### src/rtl/if_pc_gen.sv
// Instruction-fetch PC generator: holds the fetch PC, drives the instruction SRAM, buffers stalled redirects.
// Latency: a redirect accepted at an edge shows on pc the next cycle; SRAM read data returns one cycle after inst_sram_en.
// Backpressure: stall[0] freezes pc and gates inst_sram_en; a branch arriving while stalled is parked until the stall clears.
module if_pc_gen #(
    parameter logic [63:0] RESET_PC    = 64'h0000_0000_8000_0000,
    parameter logic [63:0] FETCH_BASE  = 64'h0000_0000_8000_0000,
    parameter logic [63:0] FETCH_LIMIT = 64'h0000_0000_87FF_FFFF
) (
    input  logic        clk,
    input  logic        rst_n,
    input  logic [5:0]  stall,
    input  logic        flush,
    input  logic [63:0] flush_pc,
    input  logic        br_e,
    input  logic [63:0] br_addr,
    output logic        pc_valid,
    output logic [63:0] pc,
    output logic [31:0] csr_vec_h,
    output logic        inst_sram_en,
    output logic [63:0] inst_sram_addr
);

    typedef struct packed {
        logic [63:0] pc;
        logic        pc_valid;
        logic        pend_v;
        logic [63:0] pend_pc;
    } fetch_state_t;

    fetch_state_t cur;
    fetch_state_t nxt;

    logic if_hold;
    logic misaligned;
    logic out_of_range;
    logic unused_stall;

    assign if_hold      = stall[0];
    assign unused_stall = ^stall[5:1];

    // Redirect priority: flush, then parking during a stall, then live branch over parked one.
    always_comb begin
        nxt = cur;
        if (flush) begin
            nxt.pc       = flush_pc;
            nxt.pc_valid = 1'b1;
            nxt.pend_v   = 1'b0;
        end else if (if_hold) begin
            if (br_e) begin
                nxt.pend_v  = 1'b1;
                nxt.pend_pc = br_addr;
            end
        end else if (br_e) begin
            nxt.pc       = br_addr;
            nxt.pc_valid = 1'b1;
            nxt.pend_v   = 1'b0;
        end else if (cur.pend_v) begin
            nxt.pc       = cur.pend_pc;
            nxt.pc_valid = 1'b1;
            nxt.pend_v   = 1'b0;
        end else if (!cur.pc_valid) begin
            nxt.pc_valid = 1'b1;
        end else begin
            nxt.pc = cur.pc + 64'd4;
        end
    end

    always_ff @(posedge clk) begin
        if (!rst_n) begin
            cur.pc       <= RESET_PC;
            cur.pc_valid <= 1'b0;
            cur.pend_v   <= 1'b0;
            cur.pend_pc  <= 64'd0;
        end else begin
            cur <= nxt;
        end
    end

    // Bad targets are still fetched; the fault travels to decode as flags only.
    assign misaligned   = cur.pc_valid & (cur.pc[1:0] != 2'b00);
    assign out_of_range = cur.pc_valid & ((cur.pc < FETCH_BASE) | (cur.pc > FETCH_LIMIT));

    assign pc             = cur.pc;
    assign pc_valid       = cur.pc_valid;
    assign csr_vec_h      = {30'd0, out_of_range, misaligned};
    assign inst_sram_en   = cur.pc_valid & ~if_hold;
    assign inst_sram_addr = {cur.pc[63:3], 3'b000};

endmodule

### config.mk
export PLATFORM = sky130hd
export DESIGN_NAME = if_pc_gen
export DESIGN_NICKNAME = d
export VERILOG_FILES = /design/src/rtl/if_pc_gen.sv
export SDC_FILE = /design/constraint.sdc
export NUM_CORES = 1
export LEC_CHECK = 0
export ABC_AREA = 1
export BUFFER_PORTS_ARGS = -buffer_cell sky130_fd_sc_hd__buf_2
export CAP_MARGIN = 20
export CORE_ASPECT_RATIO = 0.7
export CORE_MARGIN = 2
export CORE_UTILIZATION = 36
export CTS_BUF_LIST = sky130_fd_sc_hd__clkbuf_16
export CTS_CLUSTER_DIAMETER = 30
export CTS_CLUSTER_SIZE = 16
export DETAILED_ROUTE_END_ITERATION = 7
export PLACE_DENSITY_LB_ADDON = 0.15
export SYNTH_ARGS = -nofsm -noshare
export SYNTH_HDL_FRONTEND = slang
export SYNTH_SLANG_ARGS = --single-unit
### constraint.sdc
create_clock -name clk -period 2.3 [get_ports clk]
set_input_delay 0.23 -clock clk [delete_from_list [all_inputs] [get_ports clk]]
set_output_delay 0.23 -clock clk [all_outputs]
set_load 0.005 [all_outputs]
==> results of run 1 <==
worst paths after layout:
kind,from,depth (start not counted),endpoint,slack (ns)
max reg2reg,pc[11]$_SDFFE_PN0P_,11,pc[56]$_SDFFE_PN0P_,0.07
max,pc[11]$_SDFFE_PN0P_,11,pc[56]$_SDFFE_PN0P_,0.07
min reg2reg,cur[57]$_SDFFE_PN0P_,2,cur[57]$_SDFFE_PN0P_,0.45
min,flush_pc[13],3,pc[13]$_SDFFE_PN0P_,0.07
kinds of logic after synthesis:
family,share of synthesized area
buffers and inverters,0.211
xor gates and xnor gates,0.0265
DFF,0.263
and+or+nand+nor,0.294
other,0.000379
adders and majority gates,0.00126
AOI/OAI and AO/OA,0.204
power groups by stage:
stage | Sequential, mW | Clock [mW] | Combinational, mW
3_3_place_gp | 2.63 | 0 | 1.41
4_1_cts | 2.59 | 2.80 | 1.43
5_1_grt | 2.61 | 2.91 | 1.60
6_report | 2.59 | 2.76 | 1.43
3_5_place_dp | 2.63 | 0 | 1.42
2_1_floorplan | 2.60 | 0 | 1.05
routing by layer:
metal | wire length [um] | global-route usage | share of wire | vias to the layer above
li1 | - | - | - | 5340
met1 | 19400 | 0.399 | 0.52 | 4922
met2 | 15300 | 0.367 | 0.41 | 369
met3 | 2560 | 0.0440 | 0.068 | 21
met4 | 265 | 0.0434 | 0.0071 | 0
met5 | 0 | 0 | 0 | -
Yosys cell counts (all sizes together):
master,number
o21ai,136
a221oi,1
and2,1
nor3,7
clkbuf,69
buf,171
nand3,80
or2,29
xnor2,9
a21o,3
nor2,164
xor2,21
dfxtp,130
nand4,22
a21oi,245
nand2,376
clkinv,1
dlygate4sd1,2
nor4,3
ha,1
a41oi,1
dlygate4sd3,1
o211ai,10
inv,132
conb,1
critical path: stages, from the launching register on:
cell	delay, ns
dfxtp_1	0.41
nand2_1	0.13
nor2_1	0.27
nand2_1	0.14
nor2_1	0.31
nand2_2	0.21
o21ai_0	0.21
nand3_1	0.17
nand2_1	0.12
nand2_1	0.05
nand2_1	0.05
a21oi_1	0.05
cell usage in the layout (no fill, tap or decap), drive strengths merged:
cell	instances
nand2	376
buf	342
a21oi	245
nor2	164
o21ai	136
inv	134
dfxtp	130
nand3	80
conb	33
or2	29
nand4	22
xor2	21
clkbuf	17
o211ai	10
clkinv	10
xnor2	9
nor3	7
nor4	3
a21o	3
bufinv	3
a41oi	1
and2	1
a221oi	1
ha	1
clkinvlp	1
registers in the layout (all words and copies together) (netlist names):
register / flops
cur: 65
pc_valid: 1
pc: 64
through the flow:
step                 util  instance area, um^2  hold slack [ns]  setup slack (ns)
CTS                 0.425                11400           0.0522            0.0848
global placement    0.403                10800            0.439             0.197
finish              0.426                11500           0.0677            0.0656
detailed placement  0.403                10800            0.444             0.176
global route        0.426                11500           0.0710           -0.0428
floorplan               -                10000            0.398             0.475
area by class of cell:
type                    count  area, um^2
fillers                  3001       15400
multi-input cells        1142        5380
flip-flops and latches    130        2600
repair buffers            342        1940
inverters                 133         499
well taps                 364         455
clock buffers              17         425
clock inverters            15         150
==> out/metrics.cfg, run 1 <==
[global_route]
grt_max_degree=77
grt.total_usage=0.256
grt_remaining_overflow=0
grt_pass1_wl_um=56200
antenna_found_initial=0
grt_pass1_vias=9367

[finish]
antennaDiodeCount=0
fin_nets=1905
area_growth_syn_to_layout_pct=15.7
drive_gt1_frac=0.243
final_cells=2143

[logic_synthesis]
synth_cell_types=36
yosys_warnings=0
ys_seq_area_frac=0.263
yosys-top-cells-area=dfxtp_1 (26%), nand2_1 (14%), a21oi_1 (12%)
synth_seq_cells=130
synth_cells=1616
syn_area_per_cell_um2=6.13
yosysTopAreaCellShare=0.263
yosysTopAreaCell=dfxtp_1
synthesis.area_um2=9900

[clock_tree]
cts_hold_buf=0
cts_tree=done
clk_pin_slew_worst_paths_ns=0.06
insertion_delay_ns=0.44
cts_htree_levels=4
cts_buffers=17
post-cts-setup-buffers=0
clock-root-buffer=clkbuf_16
clock_sinks=130
cts.path.max_buffers=2
cts_resized=2

[die]
chipHeight_um=143
initial_core_util=0.368
rows=50
coreArea_um2=26900
io_pins=300
dieWidth_um=202
dieArea_um2=28900

[route]
drt_wl_total_um=37500
vias=10652
drc_errors=0
viasPerCell=4.97
drt_pass1_iterations=5
drtAntennaViolNets=0
first_iter_violations=789
wl_per_cell_um=17.5

[timing]
maxSlewHeadroom=0.431
finalSetupViolations=0
rsz0062_at_grt=true
fmax_ghz=0.448
slew_viol_final=0
worst_slew_pin_slew_ns=0.853
tns_ns=0
fin_worst_skew_ns=0.00918
hold_violations=0
min_period_over_period=0.971
min_period_ns=2.23

[power]
finalPower_mw=6.78
clockPowerShare=0.408
power.net_switching_mw=2.10
leakagePower_nw=5.33
p_int_mw=4.68
cellPowerDensity_nw_per_um2=592
switching_share=0.310
ir_drop_mv=0.492
combPwrFrac=0.211
seq_power_share=0.382

[status]
status=complete, no violations

[placed_design]
portBuffers=261
dp_hpwl_um=28700
gp_congestion=0.945
dp.cells=2111

[worst_setup_path]
cp.arrival_ns=2.56
path_class=flip-flop to flip-flop
cp.required_ns=2.62
critPathCaptureType=flip-flop
crit_path_max_fanout=3
worstSetupStartpointType=flip-flop

[flow_run]
cap_violations=0

[hold_path]
hp-class=primary input to flip-flop

Power figures use the tool's default switching activity.
==> run 2: changes to the inputs <==
CTS_BUF_LIST = sky130_fd_sc_hd__clkbuf_2 sky130_fd_sc_hd__clkbuf_4 sky130_fd_sc_hd__clkbuf_8   (was sky130_fd_sc_hd__clkbuf_16)
SETUP_SLACK_MARGIN = 0.2   (was unset)
==> out/metrics.cfg, run 2 (same netlist as run 1, synthesis figures left out) <==
[status]
status=complete, no violations

[finish]
top_regs=cur x65, pc x64, pc_valid x1
antennaDiodeCount=0
top_register=cur
largest_register_ffs=65
drive_gt1_frac=0.279
mostFrequentLayoutCells=nand2_1 (361), buf_2 (260), a21oi_1 (245)
fin_nets=1914
mostFrequentLayoutCell=nand2_1
final_cells=2152
area_growth_syn_to_layout_pct=16.7

[timing]
slew_viol_final=0
hold_violations=0
fin_worst_skew_ns=0.0117
min_period_ns=2.08
min_period_over_period=0.906
worst_slew_pin_slew_ns=0.861
fmax_ghz=0.480
tns_ns=0
maxSlewHeadroom=0.426
finalSetupViolations=0
rsz0062_at_grt=true

[clock_tree]
clock-root-buffer=clkbuf_8
insertion_delay_ns=0.47
cts.path.max_buffers=2
clock_sinks=130
cts_buffers=17
cts_tree=done
cts_htree_levels=4
clk_pin_slew_worst_paths_ns=0.08

[global_route]
antenna_found_initial=0
grt_max_degree=77
grt_pass1_vias=9376
grt_remaining_overflow=0
grt_pass1_wl_um=56200
grt.total_usage=0.256

[worst_setup_path]
cp-endpoint=csr_vec_h[1]
path_class=flip-flop to primary output
rr_endpoint=pc[55]$_SDFFE_PN0P_
cp.arrival_ns=1.85
ff2ff_setup_slack_ns=0.30
crit_path_max_fanout=2
crit_path_start=pc[39]$_SDFFE_PN0P_
reg2reg_depth=12
cp.required_ns=2.07
r2r_start=pc[7]$_SDFFE_PN0P_
worstSetupStartpointType=flip-flop
critPathCaptureType=primary output

[route]
drc_errors=0
vias=10723
drtAntennaViolNets=0
viasPerCell=4.98
drt_wl_total_um=37600
drt_pass1_iterations=5
first_iter_violations=833
wl_per_cell_um=17.5

[die]
coreArea_um2=26900
io_pins=300
rows=50
chipHeight_um=143
initial_core_util=0.368
dieWidth_um=202
dieArea_um2=28900

[hold_path]
hp-class=primary input to flip-flop

[power]
p_int_mw=4.20
finalPower_mw=6.22
leakagePower_nw=5.35
cellPowerDensity_nw_per_um2=538
ir_drop_mv=0.327
power.net_switching_mw=2.02
seq_power_share=0.415
switching_share=0.325
clockPowerShare=0.349
combPwrFrac=0.237

[flow_run]
cap_violations=0

[placed_design]
dp.cells=2111
gp_congestion=0.945
dp_hpwl_um=28700
portBuffers=261

[run 2: cell count changes in the layout (fill, tap and decap cells not counted), sizes merged]
| cell | delta |
|---|---|
| buf | +9 |
| clkbuf | +5 |
| clkinv | -3 |
| inv | -2 |
[run 2: metrics by stage]
step | area, um^2 | hold WS [ns] | setup slack, ns | utilization
global route | 11600 | 0.0215 | 0.130 | 0.430
floorplan | 10000 | 0.398 | 0.475 | -
finish | 11600 | 0.0353 | 0.215 | 0.430
detailed placement | 10800 | 0.444 | 0.176 | 0.403
CTS | 11400 | 0.00682 | 0.132 | 0.423
global placement | 10800 | 0.439 | 0.197 | 0.403
[run 2: power groups by stage]
stage	registers, mW	clock network (mW)	logic [mW]
after floorplan	2.60	0	1.05
after global placement	2.63	0	1.41
after detailed placement	2.63	0	1.42
after CTS	2.57	2.21	1.46
after global routing	2.60	2.32	1.65
final	2.58	2.17	1.47
[run 2: per-layer routing]
layer  global-route usage  share of wire
met5                    0              0
met4               0.0361         0.0064
met3               0.0418          0.076
met2                0.370           0.41
met1                0.401           0.51
[run 2: worst min path at each step]
stage,cells past startpoint,to,from
after floorplan,2,cur[10]$_SDFFE_PN0P_,br_addr[10]
after global placement,2,cur[47]$_SDFFE_PN0P_,cur[47]$_SDFFE_PN0P_
after detailed placement,2,cur[60]$_SDFFE_PN0P_,cur[60]$_SDFFE_PN0P_
after CTS,3,pc[13]$_SDFFE_PN0P_,flush_pc[13]
after global routing,3,pc[13]$_SDFFE_PN0P_,flush_pc[13]
final,3,pc[13]$_SDFFE_PN0P_,flush_pc[13]
[run 2: final cells by class]
type                       count  area [um^2]
multi-input combinational   1142         5510
tap                          364          455
fill                        3009        15300
clock inverter                10          131
timing repair buffer         351         2020
clock buffer                  22          290
inverter                     133          499
sequential                   130         2650
[run 2: worst max-delay path: stages, from the launching register on]
cell     delay [ns]
dfxtp_4        0.35
buf_6          0.12
nor4_4         0.27
nand3_1        0.12
nor3_2         0.18
a41oi_2        0.18
buf_2          0.17
[run 2: what timing repair did]
action,in CTS,in global routing
gates resized for setup,20,61
setup buffers,5,4
setup endpoints to repair,5,41
pin swaps,4,6
hold buffers,0,0
